## src/rtl/axi_sram_slave_pkg.sv

```systemverilog
// axi_sram_slave_pkg
// Shared definitions for the AXI SRAM responder: AXI width macros (guarded,
// so the project-wide define file wins when it is present), response and
// burst encodings, and the responder FSM state type.
`ifndef AXI_IDS_BITS
`define AXI_IDS_BITS 8
`endif
`ifndef AXI_ADDR_BITS
`define AXI_ADDR_BITS 32
`endif
`ifndef AXI_LEN_BITS
`define AXI_LEN_BITS 4
`endif
`ifndef AXI_SIZE_BITS
`define AXI_SIZE_BITS 3
`endif
`ifndef AXI_DATA_BITS
`define AXI_DATA_BITS 32
`endif
`ifndef AXI_STRB_BITS
`define AXI_STRB_BITS 4
`endif

package axi_sram_slave_pkg;

  localparam int AXI_ID_W   = `AXI_IDS_BITS;
  localparam int AXI_ADDR_W = `AXI_ADDR_BITS;
  localparam int AXI_LEN_W  = `AXI_LEN_BITS;
  localparam int AXI_SIZE_W = `AXI_SIZE_BITS;
  localparam int AXI_DATA_W = `AXI_DATA_BITS;
  localparam int AXI_STRB_W = `AXI_STRB_BITS;

  localparam logic [1:0] RESP_OKAY   = 2'b00;
  localparam logic [1:0] RESP_SLVERR = 2'b10;

  typedef enum logic [1:0] {
    BURST_FIXED = 2'b00,
    BURST_INCR  = 2'b01,
    BURST_WRAP  = 2'b10
  } burst_e;

  typedef enum logic [2:0] {
    ST_IDLE  = 3'd0,
    ST_WDATA = 3'd1,
    ST_WRESP = 3'd2,
    ST_RREQ  = 3'd3,
    ST_RDATA = 3'd4
  } state_e;

endpackage

```

## src/rtl/axi_burst_addr_gen.sv

```systemverilog
// axi_burst_addr_gen
// Holds the burst context of the transaction in flight (word address, length,
// FIXED/INCR behaviour) plus the beat counter, and flags the final beat.
// Shared by the read and write paths since only one transaction runs at a time.
// Ports:
//   clk, rst     clock, synchronous active-high reset
//   load         latch a new burst (address, len, burst type), counter to 0
//   load_*       burst context captured on load
//   advance      step to the next beat (address + 1 unless FIXED, count + 1)
//   addr         current SRAM word address
//   cnt          current beat index
//   last         current beat is the final one (cnt == len)
module axi_burst_addr_gen
  import axi_sram_slave_pkg::*;
#(
  parameter int MEM_AW = 14
) (
  input  logic                 clk,
  input  logic                 rst,
  input  logic                 load,
  input  logic [MEM_AW-1:0]    load_addr,
  input  logic [AXI_LEN_W-1:0] load_len,
  input  logic [1:0]           load_burst,
  input  logic                 advance,
  output logic [MEM_AW-1:0]    addr,
  output logic [AXI_LEN_W-1:0] cnt,
  output logic                 last
);

  logic [AXI_LEN_W-1:0] len_r;
  logic                 fixed_r;

  // Burst context and beat counter; address wraps naturally modulo 2^MEM_AW.
  always_ff @(posedge clk) begin
    if (rst) begin
      addr    <= {MEM_AW{1'b0}};
      cnt     <= {AXI_LEN_W{1'b0}};
      len_r   <= {AXI_LEN_W{1'b0}};
      fixed_r <= 1'b0;
    end else if (load) begin
      addr    <= load_addr;
      cnt     <= {AXI_LEN_W{1'b0}};
      len_r   <= load_len;
      // Reserved encoding 2'b11 and WRAP both behave as INCR here.
      fixed_r <= (load_burst == BURST_FIXED);
    end else if (advance) begin
      if (!fixed_r) begin
        addr <= addr + MEM_AW'(1);
      end
      cnt <= cnt + AXI_LEN_W'(1);
    end
  end

  assign last = (cnt == len_r);

endmodule

```

## src/rtl/axi_sram_slave.sv

```systemverilog
// axi_sram_slave
// AXI4 responder in front of a single-port 32-bit SRAM. Serves one burst at a
// time (read or write), alternating priority between AW and AR when both are
// requested together. Write beats become byte-enabled SRAM writes in the W
// handshake cycle; read beats take a request cycle (RREQ) and a data cycle
// (RDATA), giving one read beat per two cycles.
// Ports:
//   clk, rst           clock, synchronous active-high reset
//   S_AW*/S_W*/S_B*    AXI write address, write data and write response
//   S_AR*/S_R*         AXI read address and read data
//   mem_cs/mem_we      SRAM select and per-byte write enable (0 = read)
//   mem_addr/mem_wdata SRAM word address and write data
//   mem_rdata          SRAM read data, valid the cycle after a read select
module axi_sram_slave
  import axi_sram_slave_pkg::*;
#(
  parameter int MEM_AW        = 14,
  parameter int RESET_PRIO_RD = 0
) (
  input  logic                        clk,
  input  logic                        rst,
  input  logic [`AXI_IDS_BITS-1:0]    S_AWID,
  input  logic [`AXI_ADDR_BITS-1:0]   S_AWAddr,
  input  logic [`AXI_LEN_BITS-1:0]    S_AWLen,
  input  logic [`AXI_SIZE_BITS-1:0]   S_AWSize,
  input  logic [1:0]                  S_AWBurst,
  input  logic                        S_AWValid,
  output logic                        S_AWReady,
  input  logic [`AXI_DATA_BITS-1:0]   S_WData,
  input  logic [`AXI_STRB_BITS-1:0]   S_WStrb,
  input  logic                        S_WLast,
  input  logic                        S_WValid,
  output logic                        S_WReady,
  output logic [`AXI_IDS_BITS-1:0]    S_BID,
  output logic [1:0]                  S_BResp,
  output logic                        S_BValid,
  input  logic                        S_BReady,
  input  logic [`AXI_IDS_BITS-1:0]    S_ARID,
  input  logic [`AXI_ADDR_BITS-1:0]   S_ARAddr,
  input  logic [`AXI_LEN_BITS-1:0]    S_ARLen,
  input  logic [`AXI_SIZE_BITS-1:0]   S_ARSize,
  input  logic [1:0]                  S_ARBurst,
  input  logic                        S_ARValid,
  output logic                        S_ARReady,
  output logic [`AXI_IDS_BITS-1:0]    S_RID,
  output logic [`AXI_DATA_BITS-1:0]   S_RData,
  output logic [1:0]                  S_RResp,
  output logic                        S_RLast,
  output logic                        S_RValid,
  input  logic                        S_RReady,
  output logic                        mem_cs,
  output logic [3:0]                  mem_we,
  output logic [MEM_AW-1:0]           mem_addr,
  output logic [31:0]                 mem_wdata,
  input  logic [31:0]                 mem_rdata
);

  state_e               state_r;
  logic                 prio_rd_r;
  logic [AXI_ID_W-1:0]  id_r;
  logic                 err_r;
  logic                 rfirst_r;   // first cycle of RDATA: SRAM output is live
  logic [31:0]          rdata_r;

  logic                 aw_hs_s;
  logic                 ar_hs_s;
  logic                 w_hs_s;
  logic                 r_hs_s;
  logic                 advance_s;
  logic [MEM_AW-1:0]    addr_s;
  logic [AXI_LEN_W-1:0] cnt_s;
  logic                 last_s;

  // Address bits outside the SRAM window and the size fields carry no meaning here.
  logic unused_s;
  assign unused_s = ^{S_AWSize, S_ARSize,
                      S_AWAddr[`AXI_ADDR_BITS-1:MEM_AW+2], S_AWAddr[1:0],
                      S_ARAddr[`AXI_ADDR_BITS-1:MEM_AW+2], S_ARAddr[1:0], cnt_s};

  // A conflicting request yields to the direction that was not granted last.
  assign aw_hs_s = (state_r == ST_IDLE) && S_AWValid && !(S_ARValid && prio_rd_r);
  assign ar_hs_s = (state_r == ST_IDLE) && S_ARValid && !(S_AWValid && !prio_rd_r);
  assign w_hs_s  = (state_r == ST_WDATA) && S_WValid;
  assign r_hs_s  = (state_r == ST_RDATA) && S_RReady;

  // The final beat needs no advance: the next burst reloads the context.
  assign advance_s = (w_hs_s || r_hs_s) && !last_s;

  axi_burst_addr_gen #(
    .MEM_AW (MEM_AW)
  ) u_addr_gen (
    .clk        (clk),
    .rst        (rst),
    .load       (aw_hs_s || ar_hs_s),
    .load_addr  (aw_hs_s ? S_AWAddr[MEM_AW+1:2] : S_ARAddr[MEM_AW+1:2]),
    .load_len   (aw_hs_s ? S_AWLen : S_ARLen),
    .load_burst (aw_hs_s ? S_AWBurst : S_ARBurst),
    .advance    (advance_s),
    .addr       (addr_s),
    .cnt        (cnt_s),
    .last       (last_s)
  );

  // Transaction FSM with arbitration priority, latched ID, error and read data hold.
  always_ff @(posedge clk) begin
    if (rst) begin
      state_r   <= ST_IDLE;
      prio_rd_r <= (RESET_PRIO_RD != 0);
      id_r      <= {AXI_ID_W{1'b0}};
      err_r     <= 1'b0;
      rfirst_r  <= 1'b0;
      rdata_r   <= 32'h0000_0000;
    end else begin
      case (state_r)
        ST_IDLE: begin
          if (aw_hs_s) begin
            id_r      <= S_AWID;
            prio_rd_r <= 1'b1;
            state_r   <= ST_WDATA;
          end else if (ar_hs_s) begin
            id_r      <= S_ARID;
            prio_rd_r <= 1'b0;
            state_r   <= ST_RREQ;
          end
        end
        ST_WDATA: begin
          if (w_hs_s) begin
            // A WLast that disagrees with the beat count is reported, not fatal.
            err_r <= err_r | (S_WLast != last_s);
            if (last_s) begin
              state_r <= ST_WRESP;
            end
          end
        end
        ST_WRESP: begin
          if (S_BReady) begin
            err_r   <= 1'b0;
            state_r <= ST_IDLE;
          end
        end
        ST_RREQ: begin
          rfirst_r <= 1'b1;
          state_r  <= ST_RDATA;
        end
        ST_RDATA: begin
          rfirst_r <= 1'b0;
          if (rfirst_r) begin
            rdata_r <= mem_rdata;
          end
          if (r_hs_s) begin
            state_r <= last_s ? ST_IDLE : ST_RREQ;
          end
        end
        default: begin
          state_r <= ST_IDLE;
        end
      endcase
    end
  end

  // SRAM strobes: write in the W handshake cycle, read select only in RREQ.
  always_comb begin
    mem_cs    = 1'b0;
    mem_we    = 4'h0;
    mem_addr  = addr_s;
    mem_wdata = 32'h0000_0000;
    case (state_r)
      ST_WDATA: begin
        if (S_WValid) begin
          mem_cs    = 1'b1;
          mem_we    = S_WStrb;
          mem_wdata = S_WData;
        end else begin
          mem_cs    = 1'b0;
          mem_we    = 4'h0;
        end
      end
      ST_RREQ: begin
        mem_cs = 1'b1;
      end
      default: begin
        mem_cs = 1'b0;
      end
    endcase
  end

  assign S_AWReady = aw_hs_s;
  assign S_ARReady = ar_hs_s;
  assign S_WReady  = (state_r == ST_WDATA);
  assign S_BValid  = (state_r == ST_WRESP);
  assign S_BID     = id_r;
  assign S_BResp   = ((state_r == ST_WRESP) && err_r) ? RESP_SLVERR : RESP_OKAY;
  assign S_RValid  = (state_r == ST_RDATA);
  assign S_RID     = id_r;
  assign S_RResp   = RESP_OKAY;
  assign S_RLast   = (state_r == ST_RDATA) && last_s;
  // SRAM output is live in the first RDATA cycle, then the held copy takes over.
  assign S_RData   = rfirst_r ? mem_rdata : rdata_r;

endmodule
```

## config.mk

```make
export PLATFORM = sky130hd
export DESIGN_NAME = axi_sram_slave
export DESIGN_NICKNAME = d
export VERILOG_FILES = /design/src/rtl/axi_sram_slave_pkg.sv /design/src/rtl/axi_burst_addr_gen.sv /design/src/rtl/axi_sram_slave.sv
export SDC_FILE = /design/constraint.sdc
export NUM_CORES = 1
export LEC_CHECK = 0
export CORE_AREA = 3 3 109 111
export CTS_BUF_LIST = sky130_fd_sc_hd__clkbuf_4 sky130_fd_sc_hd__clkbuf_8
export CTS_CLUSTER_SIZE = 8
export DETAILED_ROUTE_END_ITERATION = 7
export DIE_AREA = 0 0 112 114
export PLACE_DENSITY = 0.82
export REMOVE_ABC_BUFFERS = 1
export SLEW_MARGIN = 20
export SYNTH_ARGS = -nofsm -noshare
export SYNTH_HDL_FRONTEND = slang
export SYNTH_SLANG_ARGS = --single-unit
export TNS_END_PERCENT = 30
```

## constraint.sdc

```tcl
create_clock -name clk -period 5.1 [get_ports clk]
set_clock_uncertainty 0.2 [all_clocks]
set_input_delay 1.02 -clock clk [delete_from_list [all_inputs] [get_ports clk]]
set_output_delay 1.02 -clock clk [all_outputs]
set_load 0.005 [all_outputs]
```

==> results of run 1 <==
==> power breakdown <==
| group | internal (mW) | leakage, nW | total [mW] | switching [mW] |
|---|---|---|---|---|
| clock | 0.237 | 0.0943 | 0.445 | 0.208 |
| combinational | 0.477 | 1.88 | 0.842 | 0.366 |
| sequential | 0.609 | 0.563 | 0.694 | 0.0848 |
| total | 1.32 | 2.54 | 1.98 | 0.658 |
==> worst reg2reg max path, delay by kind of cell (launching register included) <==
family          cells  cell delay (ps)
compound gates      2              730
flops               1              590
simple gates        3              740
==> stage by stage <==
step	worst slack, ps	std cells
after floorplan	-11.3	421
final	1080	822
after global routing	975	822
after CTS	877	822
after detailed placement	879	806
after global placement	983	806
==> sequential cells by signal (all words and copies together), names as in the netlist, 3 cells and up <==
name              cells
S_BID                 8
rdata_r              32
state_r               3
u_addr_gen.addr      14
u_addr_gen.cnt        4
u_addr_gen.len_r      4
==> cell families after synthesis <==
| family | count (synthesis) | synth area share |
|---|---|---|
| DFF | 69 | 0.344 |
| other | 1 | 0.000935 |
| xor gates and xnor gates | 19 | 0.0415 |
| adders and majority gates | 2 | 0.00624 |
| and+or+nand+nor | 196 | 0.246 |
| AOI/OAI and AO/OA | 57 | 0.103 |
| buffers and inverters | 54 | 0.0758 |
| muxes | 69 | 0.182 |
==> cell type report <==
cell class	instances	area (um2)
fill	940	4340
timing repair buffer	245	2420
multi-input combinational	346	2340
sequential	69	1380
tap	140	175
clock buffer	10	138
clock inverter	6	62.6
inverter	6	23.8
==> cells in the final DEF (no fill, tap or decap), types with 2 or more instances in the layout <==
cell,instances
o21ai_0,7
nor3_1,7
a31o_2,2
nand3_1,5
mux2_2,32
nand4_1,9
clkdlybuf4s50_1,235
or3_1,2
clkbuf_8,10
buf_2,2
ha_1,2
o22ai_1,3
nand2b_1,3
clkinvlp_4,3
mux2i_1,37
conb_1,3
and3_1,43
clkinv_2,3
nand2_1,50
nor2_1,57
xor2_1,13
buf_4,8
a31o_1,6
nor3_2,2
and4_1,2
a211oi_1,3
dfxtp_1,69
xnor2_1,6
a311oi_1,13
a21oi_1,12
nor4_1,2
nand4b_1,3
inv_1,5
a31oi_1,2
==> routing by layer <==
metal / global-route usage / up-vias / wire (um)
li1: - / 2059 / -
met1: 0.232 / 1878 / 5100
met2: 0.328 / 150 / 6300
met3: 0.0493 / 17 / 927
met4: 0.0481 / 0 / 178
met5: 0 / - / 0
==> worst paths after layout <==
kind	start	endpoint	slack, ps	cells after the start
worst max-delay path	S_AWValid	S_AWReady	1080	5
worst min-delay path	rdata_r[8]$_SDFFE_PP0N_	rdata_r[8]$_SDFFE_PP0N_	290	2
worst max register to register	state_r[2]$_SDFFE_PP0P_	u_addr_gen.addr[8]$_SDFFE_PP0P_	2780	5
worst min register to register	rdata_r[8]$_SDFFE_PP0N_	rdata_r[8]$_SDFFE_PP0N_	290	2
==> results.cfg, run 1 <==
[power]
ir_worst_vdd_uv = 174
leakagePower_nw = 2.54
total_power_mw = 1.98
powerDensity_nw_per_um2 = 303

[grt]
grt_pass1_wl_um = 20200
grt_usage = 0.188
overflow = 0
grt_max_degree = 42
grt_pass1_vias = 4119
antenna_found_initial = 0

[routing]
firstDrtPassIters = 4
first_iter_violations = 194
via_per_inst = 4.99
wl_um = 12500
wl_per_cell_um = 15.2
drcViolationCount = 0
drtAntennaViolNets = 0
via_count = 4104

[cells_and_area]
syn_to_final_growth_pct = 63.2
stdcell_area_um2 = 6550
antennaDiodeCount = 0
post-route-util = 0.601
final_nets = 853
drive_gt1_frac = 0.106

[yosys]
synthCells = 467
synth_ff_type = dfxtp_1
synth.area.top_cells = dfxtp_1 (34%), mux2i_1 (9.2%), mux2_2 (9.0%), and3_1 (6.7%), nor2_1 (5.3%)
synth_edf_count = 0
synthArstFlopShare = 0
synth-seq-cells = 69
yosysWarnings = 0
ys_top_cells_by_count = dfxtp_1 (69), nor2_1 (57), nand2_1 (50), and3_1 (43), mux2i_1 (37)
synth_top_area_cell = dfxtp_1
synth_top_area_frac = 0.344
seq_area_frac_synth = 0.344
yosysMostFrequentCell = dfxtp_1
ys_types = 53
syn_area_um2 = 4010
avgSynthCellArea_um2 = 8.59

[clocking]
cts_made_buffers = 9
post_cts_resized = 0
cts_tree = built
htreeDepth = 3
clk_pin_slew_worst_paths_ps = 60
ctsRootBufferMaster = clkbuf_8
post_cts.repair.setup_buffers = 0
ctsHoldBuffers = 0
cts.sinks = 69
clk_latency_ps = 330
cts_max_path_buffers = 2

[sta]
fin_crit_sh = 0.789
hold_slack_ps = 295
finalSetupViolCount = 0
tightest_slew_ps = 676
final_max_slew_viol_count = 0
finalSetupTns_ps = 0
hold_viol_final = 0
rsz0062_at_grt = no
fmax_mhz = 249
period_needed_ps = 4020
slew_headroom = 0.549

[setup_path]
cpMostUsedCell = clkdlybuf4s50_1
path_class = input port to output pin
crit_required_ps = 3880
cp_cell_sequence = clkdlybuf4s50_1 > a21boi_2 > nand2_2 > clkinv_2 > clkdlybuf4s50_1
end_kind = output pin
cp-start-kind = input port
worst_path_largest_cell_delay_ps = 580
slowest_stage = clkdlybuf4s50_1
crit_buf_inv = 3
worst-path-max-fanout = 24
critical_path.top_delay_family = buffers and inverters
worstPathArrival_ps = 2800

[floorplanning]
start_util = 0.368
coreArea_um2 = 10900
io_pins = 283
die_w_um = 112
die_h_um = 114
row_count = 38
dieArea_um2 = 12800

[place]
portBuffers = 237
gp_congestion = 0.845
place_area_um2 = 6350
dp_hpwl_um = 9630

[worst_hold_path]
hold_class = register to register

[run_status]
status = finished clean

[flow_run]
maxCapViolations = 0
(Power assumes the default switching activity.)
==> inputs of run 2 (changes only) <==
- CORE_AREA: 3 3 109 111 -> unset
- CORE_MARGIN: unset -> 3
- CORE_UTILIZATION: unset -> 33
- DIE_AREA: 0 0 112 114 -> unset
- PLACE_DENSITY: 0.82 -> 0.79
- clock period: 5.1 -> 3.6 ns (I/O delays scaled with it)
==> run 2 against run 1 <==
- global-route usage decreased by 1.3 points
- critical endpoint is now mem_wdata[15]
- clock power increased by 31%
- core utilization decreased by 3.9 points
- first-iteration DRC count decreased by 13%
- cell area increased by 0.17%
- critical path type is now register to output pin
- register-to-register slack got worse by 1500 ps
- cell count increased by 0.73%
- sequential share of layout area about the same
- clock-buffer cell count increased by 2
- total power increased by 40%
- hold slack got worse by 5.3 ps
- worst setup slack got worse by 790 ps
==> results.cfg, run 2 (synthesis gave the netlist of run 1 again) <==
[sta]
slew_headroom = 0.559
tightest_slew_ps = 658
rsz0062_at_grt = no
finalSetupTns_ps = 0
setup_ws_ps = 286
period_needed_ps = 3310
final_max_slew_viol_count = 0
finalSetupViolCount = 0
fin_crit_sh = 0.921
hold_viol_final = 0
fmax_mhz = 302

[routing]
drtAntennaViolNets = 0
wl_met1_um = 5190
via_per_inst = 5.08
via_count = 4204
wl_per_cell_um = 15.4
wl_um = 12800
firstDrtPassIters = 4
met2WireLength_um = 6490
first_iter_violations = 169
highest_layer = met4
drcViolationCount = 0
wl_met3_um = 941

[clocking]
cts.sinks = 69
post_cts_resized = 0
ctsHoldBuffers = 0
cts_made_buffers = 9
cts_max_path_buffers = 2
clk_pin_slew_worst_paths_ps = 70
clk_latency_ps = 330
cts_tree = built
htreeDepth = 3
ctsRootBufferMaster = clkbuf_8
post_cts.repair.setup_buffers = 0

[flow_run]
maxCapViolations = 0

[setup_path]
crit_required_ps = 2680
worst-path-max-fanout = 39
end_kind = output pin
crit_end = mem_wdata[15]
crit_buf_inv = 3
r2r_start = state_r[2]$_SDFFE_PP0P_
worst_path_largest_cell_delay_ps = 590
crit_start = state_r[0]$_SDFFE_PP0P_
reg2reg_to = u_addr_gen.addr[6]$_SDFFE_PP0P_
worstPathArrival_ps = 2390
cp_cell_sequence = inv_1 > nor3_2 > buf_4 > and3_1 > clkdlybuf4s50_1
critical_path.top_delay_family = buffers and inverters
slowest_stage = dfxtp_1
crit_cells = 5
rrSetupSlack_ps = 1280
path_class = register to output pin
cp-start-kind = register
rr_worst_depth = 5

[grt]
grt_pass1_wl_um = 19300
overflow = 0
grt_usage = 0.175
grt_pass1_vias = 3983
grt_max_degree = 42
antenna_found_initial = 0

[cells_and_area]
largest_reg_flops = 32
antennaDiodeCount = 0
final_nets = 856
most-common-layout-cells = clkdlybuf4s50_1 (236), dfxtp_1 (69), nor2_1 (57)
final_common_cell = clkdlybuf4s50_1
top_register = rdata_r
syn_to_final_growth_pct = 63.5
drive_gt1_frac = 0.107

[place]
pre_cts_ws_ps = 374
portBuffers = 237
dp_hpwl_um = 9860
gp_congestion = 0.790

[floorplanning]
row_count = 39
dieArea_um2 = 13500
die_w_um = 116
start_util = 0.344
coreArea_um2 = 11700
die_h_um = 116
io_pins = 283

[worst_hold_path]
min_path_cells = 2
hold_class = register to register

[power]
leakagePower_nw = 2.56
ir_worst_vdd_uv = 268
powerDensity_nw_per_um2 = 424
total_power_mw = 2.78

[run_status]
status = finished clean
run 2: worst min path at each step:
stage | from | end | slack, ps
global placement | rdata_r[25]$_SDFFE_PP0N_ | rdata_r[25]$_SDFFE_PP0N_ | 270
CTS | rfirst_r$_SDFFE_PP0P_ | rfirst_r$_SDFFE_PP0P_ | 300
detailed placement | rdata_r[10]$_SDFFE_PP0N_ | rdata_r[10]$_SDFFE_PP0N_ | 280
floorplan | rdata_r[0]$_SDFFE_PP0N_ | rdata_r[0]$_SDFFE_PP0N_ | 260
finish | rfirst_r$_SDFFE_PP0P_ | rfirst_r$_SDFFE_PP0P_ | 290
global route | rdata_r[12]$_SDFFE_PP0N_ | rdata_r[12]$_SDFFE_PP0N_ | 320
run 2: stage by stage:
stage | instances | utilization | hold WS (ps) | instance area, um2
6_report | 828 | 0.562 | 290 | 6560
5_1_grt | 828 | 0.562 | 318 | 6560
4_1_cts | 828 | 0.562 | 299 | 6560
3_5_place_dp | 812 | 0.547 | 282 | 6380
3_3_place_gp | 812 | 0.547 | 268 | 6380
2_1_floorplan | 421 | - | 256 | 3740
run 2: metal layers:
| metal | vias to the layer above | GRT usage |
|---|---|---|
| li1 | 2069 | - |
| met1 | 1964 | 0.208 |
| met2 | 157 | 0.309 |
| met3 | 14 | 0.0477 |
| met4 | 0 | 0.0487 |
| met5 | - | 0 |
run 2: layout make-up:
type                            instances  area [um2]
Multi-Input combinational cell        346        2340
Fill cell                            1059        5100
Timing Repair Buffer                  248        2450
Tap cell                              143         179
Clock inverter                          4        22.5
Inverter                                6        23.8
Clock buffer                           12         159
Sequential cell                        69        1380
run 2: power breakdown:
group	internal, mW	switching [mW]
combinational	0.687	0.536
clock	0.292	0.291
sequential	0.863	0.113
total	1.84	0.941
run 2: worst min-delay path, cell delays in order, from the launching register on:
cell and delay [ps]:
dfxtp_1 320, o21ai_0 70, a21oi_1 60
==> inputs of run 3 (changes only) <==
- CORE_AREA: unset -> 3 3 109 111
- CORE_MARGIN: 3 -> unset
- CORE_UTILIZATION: 33 -> unset
- DIE_AREA: unset -> 0 0 112 114
- PLACE_DENSITY: 0.79 -> 0.82
- clock period: 3.6 -> 3.9 ns (I/O delays scaled with it)
==> run 3 against run 2 <==
- sequential cell count unchanged
- global-route usage increased by 1.1 points
- sequential power decreased by 7.1%
- non-clock buffer count decreased by 1
- critical path depth decreased by 1
- sequential share of layout area decreased by 0.16 points
- die area decreased by 5.5%
- core utilization increased by 4.5 points
- cell count decreased by 0.48%
- hold slack got worse by 3.7 ps
- largest cell class unchanged
==> results.cfg, run 3 (synthesis gave the netlist of run 1 again) <==
[run_status]
status = finished clean

[sta]
rsz0062_at_grt = no
fmax_mhz = 295
finalSetupTns_ps = 0
final_max_slew_viol_count = 0
slew_headroom = 0.377
hold_viol_final = 0
period_needed_ps = 3390
tightest_slew_ps = 935
finalSetupViolCount = 0
fin_crit_sh = 0.868

[cells_and_area]
final_common_cell = clkdlybuf4s50_1
fillerInstances = 963
antennaDiodeCount = 0
syn_to_final_growth_pct = 64.8
final_nets = 855
most-common-layout-cells = clkdlybuf4s50_1 (236), dfxtp_1 (69), nor2_1 (57)
layout.cells.non_filler = 824
largest_reg_flops = 32
top_register = rdata_r
drive_gt1_frac = 0.105

[power]
seqPwrFrac = 0.333
p_sw_frac = 0.316
ir_worst_vdd_uv = 223
intPower_mw = 1.86
powerDensity_nw_per_um2 = 411
combPwrFrac = 0.408
leakagePower_nw = 2.58
netSwitchingPower_mw = 0.860
total_power_mw = 2.72
power_frac_clock = 0.258

[routing]
via_per_inst = 4.97
wl_um = 12600
first_iter_violations = 222
drcViolationCount = 0
via_count = 4092
firstDrtPassIters = 4
drtAntennaViolNets = 0
wl_per_cell_um = 15.3

[setup_path]
worst-path-max-fanout = 6
cp-start-kind = input port
worstPathArrival_ps = 2410
path_class = input port to output pin
end_kind = output pin
rrSetupSlack_ps = 1590
crit_required_ps = 2920

[clocking]
htreeDepth = 3
post_cts.repair.setup_buffers = 0
ctsHoldBuffers = 0
cts_max_path_buffers = 2
ctsRootBufferMaster = clkbuf_8
clk_latency_ps = 340
cts.sinks = 69
clk_pin_slew_worst_paths_ps = 70
post_cts_resized = 0
cts_tree = built
cts_made_buffers = 9

[floorplanning]
start_util = 0.368
dieArea_um2 = 12800
die_w_um = 112
coreArea_um2 = 10900
io_pins = 283
die_h_um = 114
row_count = 38

[place]
dp_hpwl_um = 9630
portBuffers = 237
post-place-cells = 808
gp_congestion = 0.847

[grt]
grt_max_degree = 54
grt_pass1_wl_um = 20000
overflow = 0
grt_pass1_vias = 4091
grt_usage = 0.186
antenna_found_initial = 0

[worst_hold_path]
hold_class = register to register

[flow_run]
maxCapViolations = 0
run 3: changes by cell type in the layout (fill, tap and decap cells not counted):
cell	change
bufinv_16	+3
clkinv_2	-2
clkbuf_8	-2
clkinv_4	+1
buf_4	-1
run 3: layer usage:
| layer | routed length, um | GRT usage | share of wire | vias up |
|---|---|---|---|---|
| met5 | 0 | 0 | 0 | - |
| met4 | 189 | 0.0473 | 0.015 | 0 |
| met3 | 982 | 0.0520 | 0.078 | 13 |
| met2 | 6290 | 0.324 | 0.50 | 163 |
| met1 | 5130 | 0.228 | 0.41 | 1859 |
| li1 | - | - | - | 2057 |
run 3: path summary, 6_finish.rpt:
path | start | end | depth (start not counted)
max | S_ARValid | S_ARReady | 4
min | rfirst_r$_SDFFE_PP0P_ | rfirst_r$_SDFFE_PP0P_ | 2
max reg2reg | state_r[2]$_SDFFE_PP0P_ | u_addr_gen.addr[6]$_SDFFE_PP0P_ | 5
min reg2reg | rfirst_r$_SDFFE_PP0P_ | rfirst_r$_SDFFE_PP0P_ | 2
run 3: area by class of cell:
cell class | count | area [um2] | area share
timing repair buffer | 247 | 2440 | 0.370
multi-input combinational | 346 | 2340 | 0.354
sequential | 69 | 1380 | 0.209
tap | 140 | 175 | 0.0265
clock buffer | 10 | 131 | 0.0199
clock inverter | 6 | 111 | 0.0169
inverter | 6 | 23.8 | 0.00360
run 3: power groups by stage:
stage / Combinational (mW) / Clock, mW / Sequential, mW
2_1_floorplan: 0.475 / 0 / 0.921
3_3_place_gp: 1.09 / 0 / 0.916
3_5_place_dp: 1.12 / 0 / 0.920
4_1_cts: 1.12 / 0.724 / 0.906
5_1_grt: 1.21 / 0.755 / 0.923
6_report: 1.11 / 0.702 / 0.907
run 3: through the flow:
stage	util	cell area, um2	hold slack (ps)	setup slack, ps
after floorplan	-	3740	256	-971
after global placement	0.585	6360	269	609
after detailed placement	0.585	6360	278	561
after CTS	0.607	6610	291	539
after global routing	0.607	6610	322	381
final	0.607	6610	286	514
run 3: critical path, cell delays in order:
cell and delay [ps]:
clkdlybuf4s50_1 580, o21ai_0 200, nor4_1 270, clkdlybuf4s50_1 570
